<file path="config.mk">
export PLATFORM = sky130hd
export DESIGN_NAME = mem_bus_arbiter
export DESIGN_NICKNAME = d
export VERILOG_FILES = /design/src/rtl/mem_bus_pkg.sv /design/src/rtl/mem_bus_mux.sv /design/src/rtl/mem_bus_arbiter.sv
export SDC_FILE = /design/constraint.sdc
export NUM_CORES = 1
export LEC_CHECK = 0
export ABC_AREA = 0
export ABC_CLOCK_PERIOD_IN_PS = 1700
export CORE_MARGIN = 2
export CORE_UTILIZATION = 24
export CTS_CLUSTER_SIZE = 28
export DETAILED_ROUTE_END_ITERATION = 8
export PLACE_DENSITY = 0.85
export SYNTH_ARGS = -nofsm -noshare
export SYNTH_HDL_FRONTEND = slang
export SYNTH_SLANG_ARGS = --single-unit
</file>
<file path="constraint.sdc">
create_clock -name clk -period 1.7 [get_ports clk]
set_clock_uncertainty 0.2 [all_clocks]
set_input_delay 0.255 -clock clk [delete_from_list [all_inputs] [get_ports clk]]
set_output_delay 0.255 -clock clk [all_outputs]
set_load 0.1 [all_outputs]
</file>
<file path="src/rtl/mem_bus_pkg.sv">
// Shared definitions for the CPU/DMA memory bus arbiter: owner encoding,
// idle strobe pattern and counter sizing.
package mem_bus_pkg;

  typedef enum logic [1:0] {
    CPU_OWN = 2'd0,
    DMA_OWN = 2'd1,
    COOL    = 2'd2
  } owner_t;

  // {oe, we} with both active-low strobes released
  localparam logic [1:0] STROBE_IDLE = 2'b11;

  function automatic int cnt_w(input int n);
    return (n <= 2) ? 1 : $clog2(n);
  endfunction

endpackage

</file>
<file path="src/rtl/mem_bus_mux.sv">
// Combinational owner select of the external memory bus pins.
module mem_bus_mux
  import mem_bus_pkg::*;
#(
  parameter int ADDR_W = 16,
  parameter int DATA_W = 8
) (
  input  logic              clk,
  input  logic              rst,
  input  logic              dma_sel,
  input  logic              dma_xfer,
  input  logic              dma_we,
  input  logic [ADDR_W-1:0] cpu_addr,
  input  logic              cpu_mem_oe,
  input  logic              cpu_mem_we,
  input  logic [DATA_W-1:0] cpu_dout,
  input  logic [ADDR_W-1:0] dma_addr,
  input  logic [DATA_W-1:0] dma_wdata,
  output logic [ADDR_W-1:0] mem_addr,
  output logic              mem_oe,
  output logic              mem_we,
  output logic [DATA_W-1:0] mem_dout
);

  always_comb begin
    mem_addr         = cpu_addr;
    mem_dout         = cpu_dout;
    {mem_oe, mem_we} = {cpu_mem_oe, cpu_mem_we};
    if (dma_sel) begin
      mem_addr         = dma_addr;
      mem_dout         = dma_wdata;
      {mem_oe, mem_we} = STROBE_IDLE;
      // write strobe only in the clk-high half, like a CPU store
      if (dma_xfer && dma_we) begin
        {mem_oe, mem_we} = {1'b0, ~clk};
      end
    end
    if (!rst) begin
      {mem_oe, mem_we} = STROBE_IDLE;
    end
  end

endmodule

</file>
<file path="src/rtl/mem_bus_arbiter.sv">
// Arbitrates the external memory bus between the CPU and a DMA requester,
// stalling the CPU during bounded DMA bursts.
module mem_bus_arbiter
  import mem_bus_pkg::*;
#(
  parameter int ADDR_W    = 16,
  parameter int DATA_W    = 8,
  parameter int MAX_BURST = 4,
  parameter int CPU_MIN   = 1
) (
  input  logic              clk,
  input  logic              rst,
  input  logic [ADDR_W-1:0] cpu_addr,
  input  logic              cpu_mem_oe,
  input  logic              cpu_mem_we,
  input  logic [DATA_W-1:0] cpu_dout,
  output logic [DATA_W-1:0] cpu_din,
  output logic              cpu_run,
  input  logic              dma_req,
  input  logic              dma_we,
  input  logic [ADDR_W-1:0] dma_addr,
  input  logic [DATA_W-1:0] dma_wdata,
  output logic              dma_ack,
  output logic [DATA_W-1:0] dma_rdata,
  output logic [ADDR_W-1:0] mem_addr,
  output logic              mem_oe,
  output logic              mem_we,
  output logic [DATA_W-1:0] mem_dout,
  input  logic [DATA_W-1:0] mem_din
);

  localparam int BW = cnt_w(MAX_BURST);
  localparam int CW = cnt_w(CPU_MIN);
  localparam logic [BW-1:0] BURST_LAST = BW'(MAX_BURST - 1);
  localparam logic [CW-1:0] COOL_LAST  = CW'(CPU_MIN - 1);

  owner_t          state_reg, state_next;
  logic [BW-1:0]   burst_cnt_reg, burst_cnt_next;
  logic [CW-1:0]   cool_cnt_reg, cool_cnt_next;
  logic            cpu_run_reg;
  logic            dma_sel;
  logic            dma_xfer;

  always_ff @(posedge clk or negedge rst) begin
    if (!rst) begin
      state_reg     <= CPU_OWN;
      burst_cnt_reg <= '0;
      cool_cnt_reg  <= '0;
      cpu_run_reg   <= 1'b1;
    end else begin
      state_reg     <= state_next;
      burst_cnt_reg <= burst_cnt_next;
      cool_cnt_reg  <= cool_cnt_next;
      // registered from the next owner so the CPU never ticks on a DMA-owned edge
      cpu_run_reg   <= (state_next != DMA_OWN);
    end
  end

  always_comb begin
    state_next     = state_reg;
    burst_cnt_next = burst_cnt_reg;
    cool_cnt_next  = cool_cnt_reg;
    case (state_reg)
      CPU_OWN: begin
        if (dma_req) begin
          state_next     = DMA_OWN;
          burst_cnt_next = '0;
        end
      end
      DMA_OWN: begin
        if (dma_req) begin
          if (burst_cnt_reg == BURST_LAST) begin
            state_next    = COOL;
            cool_cnt_next = '0;
          end else begin
            burst_cnt_next = burst_cnt_reg + 1'b1;
          end
        end else begin
          state_next = CPU_OWN;
        end
      end
      COOL: begin
        cool_cnt_next = cool_cnt_reg + 1'b1;
        if (cool_cnt_reg == COOL_LAST) begin
          if (dma_req) begin
            state_next     = DMA_OWN;
            burst_cnt_next = '0;
          end else begin
            state_next = CPU_OWN;
          end
        end
      end
      default: state_next = CPU_OWN;
    endcase
  end

  always_comb begin
    dma_sel  = (state_reg == DMA_OWN);
    dma_xfer = dma_sel && dma_req && rst;
  end

  assign dma_ack   = dma_xfer;
  assign cpu_run   = cpu_run_reg;
  assign cpu_din   = mem_din;
  assign dma_rdata = mem_din;

  mem_bus_mux #(
    .ADDR_W (ADDR_W),
    .DATA_W (DATA_W)
  ) u_mux (
    .clk        (clk),
    .rst        (rst),
    .dma_sel    (dma_sel),
    .dma_xfer   (dma_xfer),
    .dma_we     (dma_we),
    .cpu_addr   (cpu_addr),
    .cpu_mem_oe (cpu_mem_oe),
    .cpu_mem_we (cpu_mem_we),
    .cpu_dout   (cpu_dout),
    .dma_addr   (dma_addr),
    .dma_wdata  (dma_wdata),
    .mem_addr   (mem_addr),
    .mem_oe     (mem_oe),
    .mem_we     (mem_we),
    .mem_dout   (mem_dout)
  );

endmodule

</file>
==> summary.md, run 1 <==
Placed design
- number of buffers inserted by port buffering: 81
- Detail Placement HPWL: 2220 um
- placer congestion estimate: 0.696

Status
- status: aborted with a tool error
- first error in the log: [ERROR GRT-0232] Routing congestion too high. Check the congestion heatmap in the GUI.
- last stage the flow got to: global routing (5_1_grt)

Floorplan
- horizontal die dimension: 60.2 um
- number of placement rows: 20
- starting density of the core: 25.0%
- total I/O pin count: 106
- Chip Height: 60.2 um

Synth
- number of distinct standard cells referenced by the synthesized netlist: 20
- Warnings, synthesis: 0
- synthesized netlist cell count: 124
- netlist area before placement: 758 um2
- portion of the post-synthesis area used by sequential elements: 20.0%
- mean instance size in the synthesized netlist: 6.11 um2
- flip-flop and latch count after synthesis: 6
- net count after synthesis: 187

Global route
- overall overflow remaining after global route: 131,062
- pin count of the biggest net entering global routing: 26
- all-layer global routing usage: 5830%

CTS
- number of hold buffers added after cts: 0

## routing by layer
metal	overflow	global-route usage (%)
met4	131062	41600
met3	0	6.49
met2	0	37.0
met5	0	0
met1	0	20.3
## synthesized netlist by cell type
library cell / number / area share, %
sky130_fd_sc_hd__dfstp_2: 1 / 3.5
sky130_fd_sc_hd__a21oi_1: 1 / 0.66
sky130_fd_sc_hd__and3_1: 2 / 1.6
sky130_fd_sc_hd__nand3_1: 1 / 0.66
sky130_fd_sc_hd__nand2b_1: 1 / 0.83
sky130_fd_sc_hd__mux2i_1: 1 / 1.3
sky130_fd_sc_hd__a32o_1: 1 / 1.3
sky130_fd_sc_hd__o21ai_4: 1 / 2.1
sky130_fd_sc_hd__ha_1: 1 / 1.6
sky130_fd_sc_hd__inv_1: 2 / 0.99
sky130_fd_sc_hd__buf_4: 19 / 19
sky130_fd_sc_hd__dfrtp_1: 5 / 17
sky130_fd_sc_hd__nand2_1: 73 / 36
sky130_fd_sc_hd__o21ai_1: 1 / 0.66
sky130_fd_sc_hd__nor2b_4: 1 / 1.8
sky130_fd_sc_hd__mux2_4: 1 / 2.0
sky130_fd_sc_hd__o21ai_0: 1 / 0.66
sky130_fd_sc_hd__buf_6: 3 / 4.5
sky130_fd_sc_hd__nor2_1: 7 / 3.5
sky130_fd_sc_hd__nor2b_1: 1 / 0.83
## through the flow
stage | hold WS (ns) | cells | instance area (um2) | worst slack (ns) | utilization (%)
floorplan | -0.241 | 124 | 862 | -0.252 | -
global placement | 0.311 | 233 | 1870 | -0.940 | 61.7
detailed placement | 0.311 | 233 | 1870 | -0.942 | 61.7
CTS | 0.0613 | 246 | 2190 | -0.338 | 72.2
## kinds of logic after synthesis
kind of cell    share of synthesized area, %
simple gates                            45.4
buf+inv                                 24.3
flops                                   20.0
compound gates                          5.44
mux                                     3.30
fa+ha+maj                               1.65
## repair_timing
| action | 4_1_cts |
|---|---|
| pin swaps | 18 |
| gates cloned | 2 |
| gates resized for setup | 53 |
| endpoints found under the setup margin | 30 |
| setup buffers | 4 |
==> run 2, diff against run 1 <==
Settings changed: CORE_AREA from default to 2 2 63 65, CORE_MARGIN 2 to default, CORE_UTILIZATION 24 to default, CTS_CLUSTER_SIZE 28 to default, DIE_AREA from default to 0 0 65 67, PLACE_DENSITY 0.85 to default, PLACE_DENSITY_LB_ADDON from default to 0.15.
==> run 2 against run 1 <==
Against the previous run:
- the flow now finishes, with violations (negative setup slack)
- synthesized cell count did not move
- area after synthesis did not move
==> summary.md, run 2 <==
Synth
- Warnings, synthesis: 0, unchanged
- commonest cells in the netlist: sky130_fd_sc_hd__nand2_1 (73), sky130_fd_sc_hd__buf_4 (19), sky130_fd_sc_hd__nor2_1 (7), sky130_fd_sc_hd__dfrtp_1 (5), sky130_fd_sc_hd__buf_6 (3), unchanged
- fraction of registers with async set or reset after synthesis: 100%, unchanged
- net count after synthesis: 187, unchanged
- synthesized netlist cell count: 124, unchanged
- number of distinct standard cells referenced by the synthesized netlist: 20, unchanged
- number of enable flip-flop cells after synthesis: 0, unchanged
- portion of the post-synthesis area used by sequential elements: 20.0%, unchanged
- netlist area before placement: 758 um2, unchanged
- mean instance size in the synthesized netlist: 6.11 um2, unchanged
- primary flip-flop cell chosen by synthesis mapping: sky130_fd_sc_hd__dfrtp_1, unchanged
- Yosys top cell by area: sky130_fd_sc_hd__nand2_1, unchanged
- flip-flop and latch count after synthesis: 6, unchanged
- most frequent cell after synthesis: sky130_fd_sc_hd__nand2_1, unchanged
- portion of synthesized cell area occupied by the leading cell type: 36.1%, unchanged
- ranking of synthesized cells by area: sky130_fd_sc_hd__nand2_1 (36%), sky130_fd_sc_hd__buf_4 (19%), sky130_fd_sc_hd__dfrtp_1 (17%), unchanged

CTS
- source-to-sink clock delay at the later pin of the worst-skew pair: 0.33 ns
- Reg clk slew, reported paths: 0.04 ns
- TritonCTS clock tree: built

Status
- status: complete, but fails checks, was aborted with a tool error
- violated checks: negative setup slack

Layout
- most frequent standard cell in the layout excluding fill and tap cells: sky130_fd_sc_hd__clkdlybuf4s50_1
- final std cells w/o fill: 249
- proportion of layout cells with a drive suffix above 1: 46.3%
- leading cell types in the layout, fill and taps excluded: sky130_fd_sc_hd__clkdlybuf4s50_1 (51), sky130_fd_sc_hd__nand2_1 (37), sky130_fd_sc_hd__buf_12 (31), sky130_fd_sc_hd__nand2_2 (26), sky130_fd_sc_hd__nand2_4 (10)
- count of inserted antenna diode cells: 0
- Syn-to-layout area delta: 187%
- layout net count: 265

Global route
- number of antenna violations at the first check in global routing: 0
- all-layer global routing usage: 17.0%
- overall overflow remaining after global route: 0
- pin count of the biggest net entering global routing: 26
- vias in the first global route: 1,180
- global-route wire length before repair: 5520 um

Setup path
- cell family with most CP delay: buffers and inverters
- cell chain of the critical path: nor2b_4, buf_12, buf_16, nand2_2, nand2_2, buf_12
- Slowest Stage Delay on Critical Path: 0.41 ns
- startpoint class of the critical path: register
- arrival time of data at the critical path endpoint: 1.54 ns
- Worst Path Max Fanout: 7
- required arrival time at the worst endpoint: 1.24 ns
- Slowest cell on crit path: sky130_fd_sc_hd__dfrtp_1
- critical path buffer and inverter count: 3
- category of the worst setup path capture point: output port
- Crit Path Category: register to output port

Floorplan
- horizontal die dimension: 65 um, was 60.2 um
- floorplan core area: 3610 um2
- Die Outline Area: 4360 um2
- number of placement rows: 22, was 20
- starting density of the core: 21.0%, was 25.0%
- total I/O pin count: 106, unchanged
- Chip Height: 67 um, was 60.2 um

STA
- final slew viol count: 0
- worst hold-check slack: 0.123 ns
- Slew HR: 83.4%
- total negative slack for setup checks: -6.93 ns
- measured slew at the worst slew-check pin: 0.249 ns
- Fin. Hold Viols: 0
- Tmin final: 1.99 ns
- unrepaired setup endpoints after global routing: true
- Fmax: 502 MHz
- Final Cycle Share: 117%
- Setup-failing EPs final: 28
- Worst Slack Setup Final: -0.291 ns

Drt
- DRC: 0
- number of violations reported at the end of detailed-routing iteration 0: 42
- detailed-route wire length per cell: 14.2 um
- average vias per placed instance: 4.26
- Pre-antenna DRT Iters: 4
- remaining antenna violation count after routing: 0
- via total after detailed routing: 1,060
- overall routed net length: 3540 um

Placed design
- number of buffers inserted by port buffering: 81, unchanged
- Detail Placement HPWL: 2560 um, was 2220 um
- placer congestion estimate: 0.781, was 0.696
- number of placed instances with taps included: 237, was 233

Flow run
- total of max-cap violations: 0

Min path
- HP Class: primary input to async pin

Pwr
- switching share of power: 51.6%
- power density relative to cell area: 1140 nW/um2
- static leakage power: 1.02 nW
- peak ir drop on the vdd network: 0.000644 V
- fraction of power consumed by sequential logic: 8.7%
- internal portion of total power: 1.20 mW
- clock power share: 17.1%
- net switching power: 1.28 mW
- power share of the combinational group: 74.1%
- post-route total power: 2.48 mW

==> run 2: cell counts after synthesis <==
No cell type changed its count.
==> run 2: layer usage <==
metal	track usage, %	up-vias	wire length, um
met2	26.4	71	1610
li1	-	519	-
met3	6.08	3	320
met4	8.78	0	29
met1	20.6	467	1580
met5	0	-	0
==> run 2: final cells by class <==
class | count | area, um2
flip-flops and latches | 6 | 151
well taps | 48 | 60.1
clock buffers | 7 | 92.6
multi-input cells | 94 | 621
fillers | 309 | 1430
repair buffers | 92 | 1240
inverters | 2 | 7.51
==> run 2: cell families (layout without fill, tap and decap cells) <==
group           after synthesis  after routing  synth area share [%]
fa+ha+maj                     1              1                  1.65
mux                           2              2                  3.30
buf+inv                      24            101                  24.3
simple gates                 86             86                  45.4
flops                         6              6                  20.0
compound gates                5              5                  5.44
==> run 2: per-stage QoR <==
| stage | area, um2 | utilization (%) | worst slack (ns) |
|---|---|---|---|
| final | 2180 | 60.3 | -0.291 |
| after global routing | 2180 | 60.3 | -0.341 |
| after CTS | 2150 | 59.6 | -0.296 |
| after detailed placement | 1870 | 51.9 | -0.942 |
| after global placement | 1870 | 51.9 | -0.940 |
| after floorplan | 862 | - | -0.252 |
==> run 2: path summary, 6_finish.rpt <==
| check | slack (ns) | depth (start not counted) | startpoint | endpoint |
|---|---|---|---|---|
| max | -0.29 | 6 | state_reg[1] | mem_dout[1] |
| min reg2reg | 0.33 | 2 | burst_cnt_reg[1] | burst_cnt_reg[1] |
| min in group clk | 0.13 | 3 | dma_req | cpu_run |
| max in group asynchronous | 0.96 | 2 | rst | cpu_run |
| max reg2reg | 0.11 | 4 | burst_cnt_reg[0] | burst_cnt_reg[0] |
| min | 0.12 | 2 | rst | state_reg[0] |
==> run 2: worst register-to-register path, cell delays in order (launching register included) <==
cell and delay (ns):
sky130_fd_sc_hd__dfrtp_1 0.39, sky130_fd_sc_hd__ha_1 0.23, sky130_fd_sc_hd__a21oi_1 0.25, sky130_fd_sc_hd__o21ai_4 0.11, sky130_fd_sc_hd__mux2_4 0.30
==> run 2: power by group through the flow <==
stage,Clock (mW),Combinational [mW],Sequential (mW)
floorplan,0.0461,1.20,0.235
global placement,0.0513,1.66,0.216
detailed placement,0.0513,1.68,0.218
CTS,0.437,1.84,0.216
global route,0.453,1.91,0.225
finish,0.424,1.84,0.216
==> run 2: what timing repair did <==
action / in CTS / in global routing
gates cloned: 2 / 0
endpoints found under the hold margin: 0 / 0
buffers inserted: 4 / 0
hold buffers: 0 / 0
gates resized for setup: 36 / 9
setup endpoints to repair: 30 / 30
pin swaps: 2 / 5
(Power assumes the default switching activity.)
==> run 3, diff against run 2 <==
Settings changed: ABC_CLOCK_PERIOD_IN_PS 1700 to 2400, CTS_CLUSTER_SIZE from default to 14.
Clock period 1.7 ns to 2.4 ns, I/O delays scaled along.
==> run 3 against run 2 <==
Against the previous run:
- the run now ends clean
- final area shrank 14%
- wire length shrank 6.7%
- clock-buffer cell count is the same
- final cell count shrank 2.4%
- sequential power shrank 29%
- highest routed layer unchanged
==> summary.md, run 3 (same netlist as run 2, synthesis figures left out) <==
Status
- status: finished clean, was complete, but fails checks

STA
- Fin. Hold Viols: 0, unchanged
- measured slew at the worst slew-check pin: 0.297 ns, was 0.249 ns
- Slew HR: 80.2%, was 83.4%
- Worst Slack Setup Final: 0.0971 ns, was -0.291 ns
- final slew viol count: 0, unchanged
- Setup-failing EPs final: 0, was 28
- unrepaired setup endpoints after global routing: false, was true

Floorplan
- Die Outline Area: 4360 um2, unchanged
- floorplan core area: 3610 um2, unchanged
- Chip Height: 67 um, unchanged
- total I/O pin count: 106, unchanged
- horizontal die dimension: 65 um, unchanged
- number of placement rows: 22, unchanged
- starting density of the core: 21.0%, unchanged

CTS
- # resized after CTS: 9, was 36
- TritonCTS clock tree: built, unchanged
- number of buffers inserted to repair setup after CTS: 0, was 4
- source-to-sink clock delay at the later pin of the worst-skew pair: 0.34 ns, was 0.33 ns
- number of hold buffers added after cts: 0, unchanged
- Reg clk slew, reported paths: 0.05 ns, was 0.04 ns

Flow run
- total of max-cap violations: 0, unchanged

Placed design
- setup slack at placement: -0.696 ns, was -0.942 ns
- number of buffers inserted by port buffering: 81, unchanged
- placer congestion estimate: 0.731, was 0.781
- Detail Placement HPWL: 2580 um, was 2560 um

Layout
- final-layout fill cell count: 349, was 309
- sequential cell area: 151 um2, unchanged
- count of inserted antenna diode cells: 0, unchanged
- layout net count: 259, was 265
- leading cell types in the layout, fill and taps excluded: sky130_fd_sc_hd__nand2_1 (73), sky130_fd_sc_hd__clkdlybuf4s50_1 (53), sky130_fd_sc_hd__buf_12 (27), sky130_fd_sc_hd__buf_4 (7), sky130_fd_sc_hd__nor2_1 (6), was sky130_fd_sc_hd__clkdlybuf4s50_1 (51), sky130_fd_sc_hd__nand2_1 (37), sky130_fd_sc_hd__buf_12 (31), sky130_fd_sc_hd__nand2_2 (26), sky130_fd_sc_hd__nand2_4 (10)
- most frequent standard cell in the layout excluding fill and tap cells: sky130_fd_sc_hd__nand2_1, was sky130_fd_sc_hd__clkdlybuf4s50_1
- proportion of layout cells with a drive suffix above 1: 24.1%, was 46.3%
- Syn-to-layout area delta: 147%, was 187%
- combined area of the multi-input logic cells: 458 um2, was 621 um2

Setup path
- startpoint class of the critical path: clock port, was register
- Crit Path Category: clock port to output port, was register to output port
- launch instance of the worst register-to-register path: burst_cnt_reg[0], unchanged
- category of the worst setup path capture point: output port, unchanged
- register-to-register setup slack: 0.82 ns, was 0.11 ns
- cell chain of the critical path: clkbuf_8, nand3_4, nor2_4, o21ai_4, buf_12, was nor2b_4, buf_12, buf_16, nand2_2, nand2_2, buf_12
- Slowest cell on crit path: sky130_fd_sc_hd__buf_12, was sky130_fd_sc_hd__dfrtp_1
- critical path buffer and inverter count: 2, was 3
- cell family with most CP delay: buffers and inverters, unchanged
- Slowest Stage Delay on Critical Path: 0.19 ns, was 0.41 ns
- required arrival time at the worst endpoint: 1.84 ns, was 1.24 ns
- worst r2r dst: burst_cnt_reg[0], unchanged
- number of cells on the worst reg-to-reg path: 4, unchanged
- arrival time of data at the critical path endpoint: 1.74 ns, was 1.54 ns
- Worst Path Max Fanout: 2, was 7

Drt
- DRC: 0, unchanged
- detailed-route wire length per cell: 13.6 um, was 14.2 um
- remaining antenna violation count after routing: 0, unchanged
- Pre-antenna DRT Iters: 4, unchanged
- overall routed net length: 3300 um, was 3540 um
- average vias per placed instance: 4.30, was 4.26
- number of violations reported at the end of detailed-routing iteration 0: 52, was 42
- via total after detailed routing: 1,046, was 1,060

Pwr
- peak ir drop on the vdd network: 0.000422 V, was 0.000644 V
- power density relative to cell area: 856 nW/um2, was 1140 nW/um2
- static leakage power: 0.899 nW, was 1.02 nW
- post-route total power: 1.60 mW, was 2.48 mW

Global route
- overall overflow remaining after global route: 0, unchanged
- pin count of the biggest net entering global routing: 30, was 26
- number of antenna violations at the first check in global routing: 0, unchanged
- vias in the first global route: 1,030, was 1,180
- global-route wire length before repair: 5100 um, was 5520 um
- all-layer global routing usage: 16.1%, was 17.0%

Min path
- HP Class: primary input to async pin, unchanged

==> run 3: changes by cell type in the layout (fill, tap and decap cells not counted), moves of 2 or more <==
cell                              change
sky130_fd_sc_hd__and3_1               +2
sky130_fd_sc_hd__and3_4               -2
sky130_fd_sc_hd__buf_12               -4
sky130_fd_sc_hd__buf_16               -2
sky130_fd_sc_hd__clkdlybuf4s50_1      +2
sky130_fd_sc_hd__dlymetal6s2s_1       -2
sky130_fd_sc_hd__nand2_1             +36
sky130_fd_sc_hd__nand2_2             -26
sky130_fd_sc_hd__nand2_4             -10
==> run 3: worst max path at each step <==
stage | from | end | slack [ns] | cells after the start
after floorplan | clk | mem_we | -0.007 | 3
after global routing | state_reg[0] | mem_oe | 0.06 | 5
after CTS | clk | mem_we | 0.08 | 5
final | clk | mem_we | 0.1 | 5
after detailed placement | clk | mem_we | -0.70 | 4
after global placement | clk | mem_we | -0.70 | 4
==> run 3: cell type report <==
| class | instances | area share, % |
|---|---|---|
| Clock buffer | 7 | 4.94 |
| Inverter | 2 | 0.401 |
| Multi-Input combinational cell | 94 | 24.4 |
| Sequential cell | 6 | 8.08 |
| Tap cell | 48 | 3.21 |
| Timing Repair Buffer | 86 | 58.9 |
==> run 3: report_power, final <==
part | leakage [nW] | internal [mW] | switching [mW]
sequential | 0.0735 | 0.132 | 0.0207
combinational | 0.771 | 0.416 | 0.727
clock | 0.0547 | 0.204 | 0.103
total | 0.899 | 0.752 | 0.851
==> run 3: metrics by stage <==
stage	instance area, um2	hold WS [ns]	setup TNS (ns)	util (%)	cells
after floorplan	793	-0.136	-0.00724	-	124
after detailed placement	1790	0.332	-0.696	49.7	237
after global placement	1790	0.312	-0.695	49.7	237
final	1870	0.224	0	51.9	243
after global routing	1870	0.247	0	51.9	243
after CTS	1870	0.232	0	51.9	243
==> run 3: per-layer routing <==
| metal | track usage, % | wire length [um] |
|---|---|---|
| met3 | 4.22 | 357 |
| met4 | 13.0 | 92 |
| met2 | 23.8 | 1410 |
| met5 | 0 | 0 |
| met1 | 19.6 | 1440 |
==> run 4, diff against run 3 <==
Settings changed: GPL_TIMING_DRIVEN from default to 0.
==> run 4 against run 3 <==
Against the previous run:
- first-iteration DRC count rose by 19%
- sequential share of layout area rose by 0.060 points
- utilization fell by 0.38 points
- critical path depth fell by 1
- sequential cell count did not move
- clock-buffer cell count did not move
- setup slack got worse by 0.051 ns
- via count rose by 0.96%
- final cell count rose by 14%
- sequential power barely moved
- critical path type is now primary input to output port
- highest routed layer unchanged
==> summary.md, run 4 (same netlist as run 2, synthesis figures left out) <==
Global route
- number of antenna violations at the first check in global routing: 0, unchanged
- pin count of the biggest net entering global routing: 11, was 30
- global-route wire length before repair: 5050 um, was 5100 um
- vias in the first global route: 1,006, was 1,030
- all-layer global routing usage: 15.7%, was 16.1%
- overall overflow remaining after global route: 0, unchanged

Setup path
- cell family with most CP delay: buffers and inverters, unchanged
- Slowest Stage Delay on Critical Path: 0.52 ns, was 0.19 ns
- arrival time of data at the critical path endpoint: 1.79 ns, was 1.74 ns
- required arrival time at the worst endpoint: 1.84 ns, about the same
- cell chain of the critical path: dlygate4sd3_1, dlymetal6s2s_1, and3_1, buf_2, was clkbuf_8, nand3_4, nor2_4, o21ai_4, buf_12
- category of the worst setup path capture point: output port, unchanged
- count of cell instances traversed by the critical path: 4, was 5
- critical path buffer and inverter count: 3, was 2
- number of cells on the worst reg-to-reg path: 4, unchanged
- startpoint class of the critical path: primary input, was clock port
- Slowest cell on crit path: sky130_fd_sc_hd__dlygate4sd3_1, was sky130_fd_sc_hd__buf_12
- Worst Path Max Fanout: 5, was 2
- Crit Path Category: primary input to output port, was clock port to output port

Layout
- Syn-to-layout area delta: 145%, was 147%
- share of the core filled with cells: 51.6%, was 51.9%
- leading cell types in the layout, fill and taps excluded: sky130_fd_sc_hd__nand2_1 (73), sky130_fd_sc_hd__clkdlybuf4s50_1 (68), sky130_fd_sc_hd__clkbuf_4 (20), sky130_fd_sc_hd__buf_4 (19), sky130_fd_sc_hd__nor2_1 (6), was sky130_fd_sc_hd__nand2_1 (73), sky130_fd_sc_hd__clkdlybuf4s50_1 (53), sky130_fd_sc_hd__buf_12 (27), sky130_fd_sc_hd__buf_4 (7), sky130_fd_sc_hd__nor2_1 (6)
- proportion of layout cells with a drive suffix above 1: 27.1%, was 24.1%
- layout net count: 293, was 259
- summed area of non-filler cells in the final layout: 1860 um2, was 1870 um2
- count of inserted antenna diode cells: 0, unchanged
- most frequent standard cell in the layout excluding fill and tap cells: sky130_fd_sc_hd__nand2_1, unchanged

Placed design
- number of buffers inserted by port buffering: 97, was 81
- Detail Placement HPWL: 2640 um, was 2580 um
- placer congestion estimate: 0.673, was 0.731
- Placed Instance Area: 1820 um2, was 1790 um2

CTS
- Reg clk slew, reported paths: 0.04 ns, was 0.05 ns
- source-to-sink clock delay at the later pin of the worst-skew pair: 0.33 ns, was 0.34 ns
- TritonCTS clock tree: built, unchanged

Min path
- HP Class: register to register, was primary input to async pin
- WHS Path Cells: 2

Drt
- overall routed net length: 3330 um, was 3300 um
- remaining antenna violation count after routing: 0, unchanged
- via total after detailed routing: 1,056, was 1,046
- DRC: 0, unchanged
- detailed-route wire length per cell: 12.0 um, was 13.6 um
- number of violations reported at the end of detailed-routing iteration 0: 62, was 52
- Pre-antenna DRT Iters: 4, unchanged
- average vias per placed instance: 3.81, was 4.30

Floorplan
- total I/O pin count: 106, unchanged
- number of placement rows: 22, unchanged
- horizontal die dimension: 65 um, unchanged
- Die Outline Area: 4360 um2, unchanged
- Chip Height: 67 um, unchanged
- starting density of the core: 21.0%, unchanged
- floorplan core area: 3610 um2, unchanged

STA
- measured slew at the worst slew-check pin: 0.970 ns, was 0.297 ns
- Fmax: 425 MHz
- Tmin final: 2.35 ns
- Setup-failing EPs final: 0, unchanged
- final slew viol count: 0, unchanged
- Fin. Hold Viols: 0, unchanged
- Final Cycle Share: 98.1%
- Slew HR: 35.1%, was 80.2%
- worst hold-check slack: 0.327 ns, was 0.224 ns

Status
- status: finished clean, unchanged

Pwr
- power density relative to cell area: 824 nW/um2, was 856 nW/um2
- static leakage power: 0.937 nW, was 0.899 nW
- peak ir drop on the vdd network: 0.000447 V, was 0.000422 V
- post-route total power: 1.53 mW, was 1.60 mW

Flow run
- total of max-cap violations: 0, unchanged

-- run 4: changes by cell type in the layout (fill, tap and decap cells not counted), sizes merged, moves of 2 or more --
cell,delta
buf,-7
clkbuf,+20
clkdlybuf4s50,+15
dlygate4sd3,+2
-- run 4: final timing paths --
path | start | to | slack [ns]
setup reg to reg | burst_cnt_reg[0] | burst_cnt_reg[0] | 0.84
min in group asynchronous | rst | cpu_run | 0.51
hold / removal | burst_cnt_reg[1] | burst_cnt_reg[1] | 0.33
hold reg to reg | burst_cnt_reg[1] | burst_cnt_reg[1] | 0.33
setup / recovery | rst | dma_ack | 0.05
max in group asynchronous | rst | burst_cnt_reg[1] | 0.77
-- run 4: where the power goes --
part	internal [mW]	switching [mW]	leakage, nW
clock	0.204	0.0903	0.0541
sequential	0.132	0.0218	0.0735
combinational	0.285	0.799	0.809
total	0.622	0.911	0.937
-- run 4: worst min-delay path: cells and delay by family (launching register included) --
kind / cells / cell delay [ns]
buf+inv: 1 / 0.05
flops: 1 / 0.37
mux: 1 / 0.06
-- run 4: per-stage QoR --
stage	setup slack, ns	instances	setup TNS (ns)
after floorplan	-0.00724	124	-0.00724
after global placement	-0.704	269	-8.92
after detailed placement	-0.704	269	-8.72
after CTS	-0.0233	276	-0.0233
after global routing	-0.00368	277	-0.00368
final	0.0462	277	0
-- run 4: final cells by class --
type                    instances  area, um2
inverters                       2       7.51
well taps                      48       60.1
fillers                       375       1750
clock buffers                   7       92.6
repair buffers                 98        913
flip-flops and latches          6        151
plain buffers                  22        176
multi-input cells              94        458
-- run 4: layer usage --
metal  track usage (%)  part of all wire, %  vias to the layer above
met5                 0                    0                        -
met4              8.78                 0.75                        0
met3              5.57                  8.8                        4
met2              22.2                   43                       57
met1              20.5                   47                      422
li1                  -                    -                      573
-- run 4: timing repair --
| action | CTS | global route |
|---|---|---|
| pin swaps | 2 | 2 |
| hold buffers | 0 | 2 |
| setup buffers | 0 | 0 |
| setup endpoints to repair | 31 | 26 |
| hold endpoints to repair | 0 | 5 |
| resized for setup | 130 | 28 |
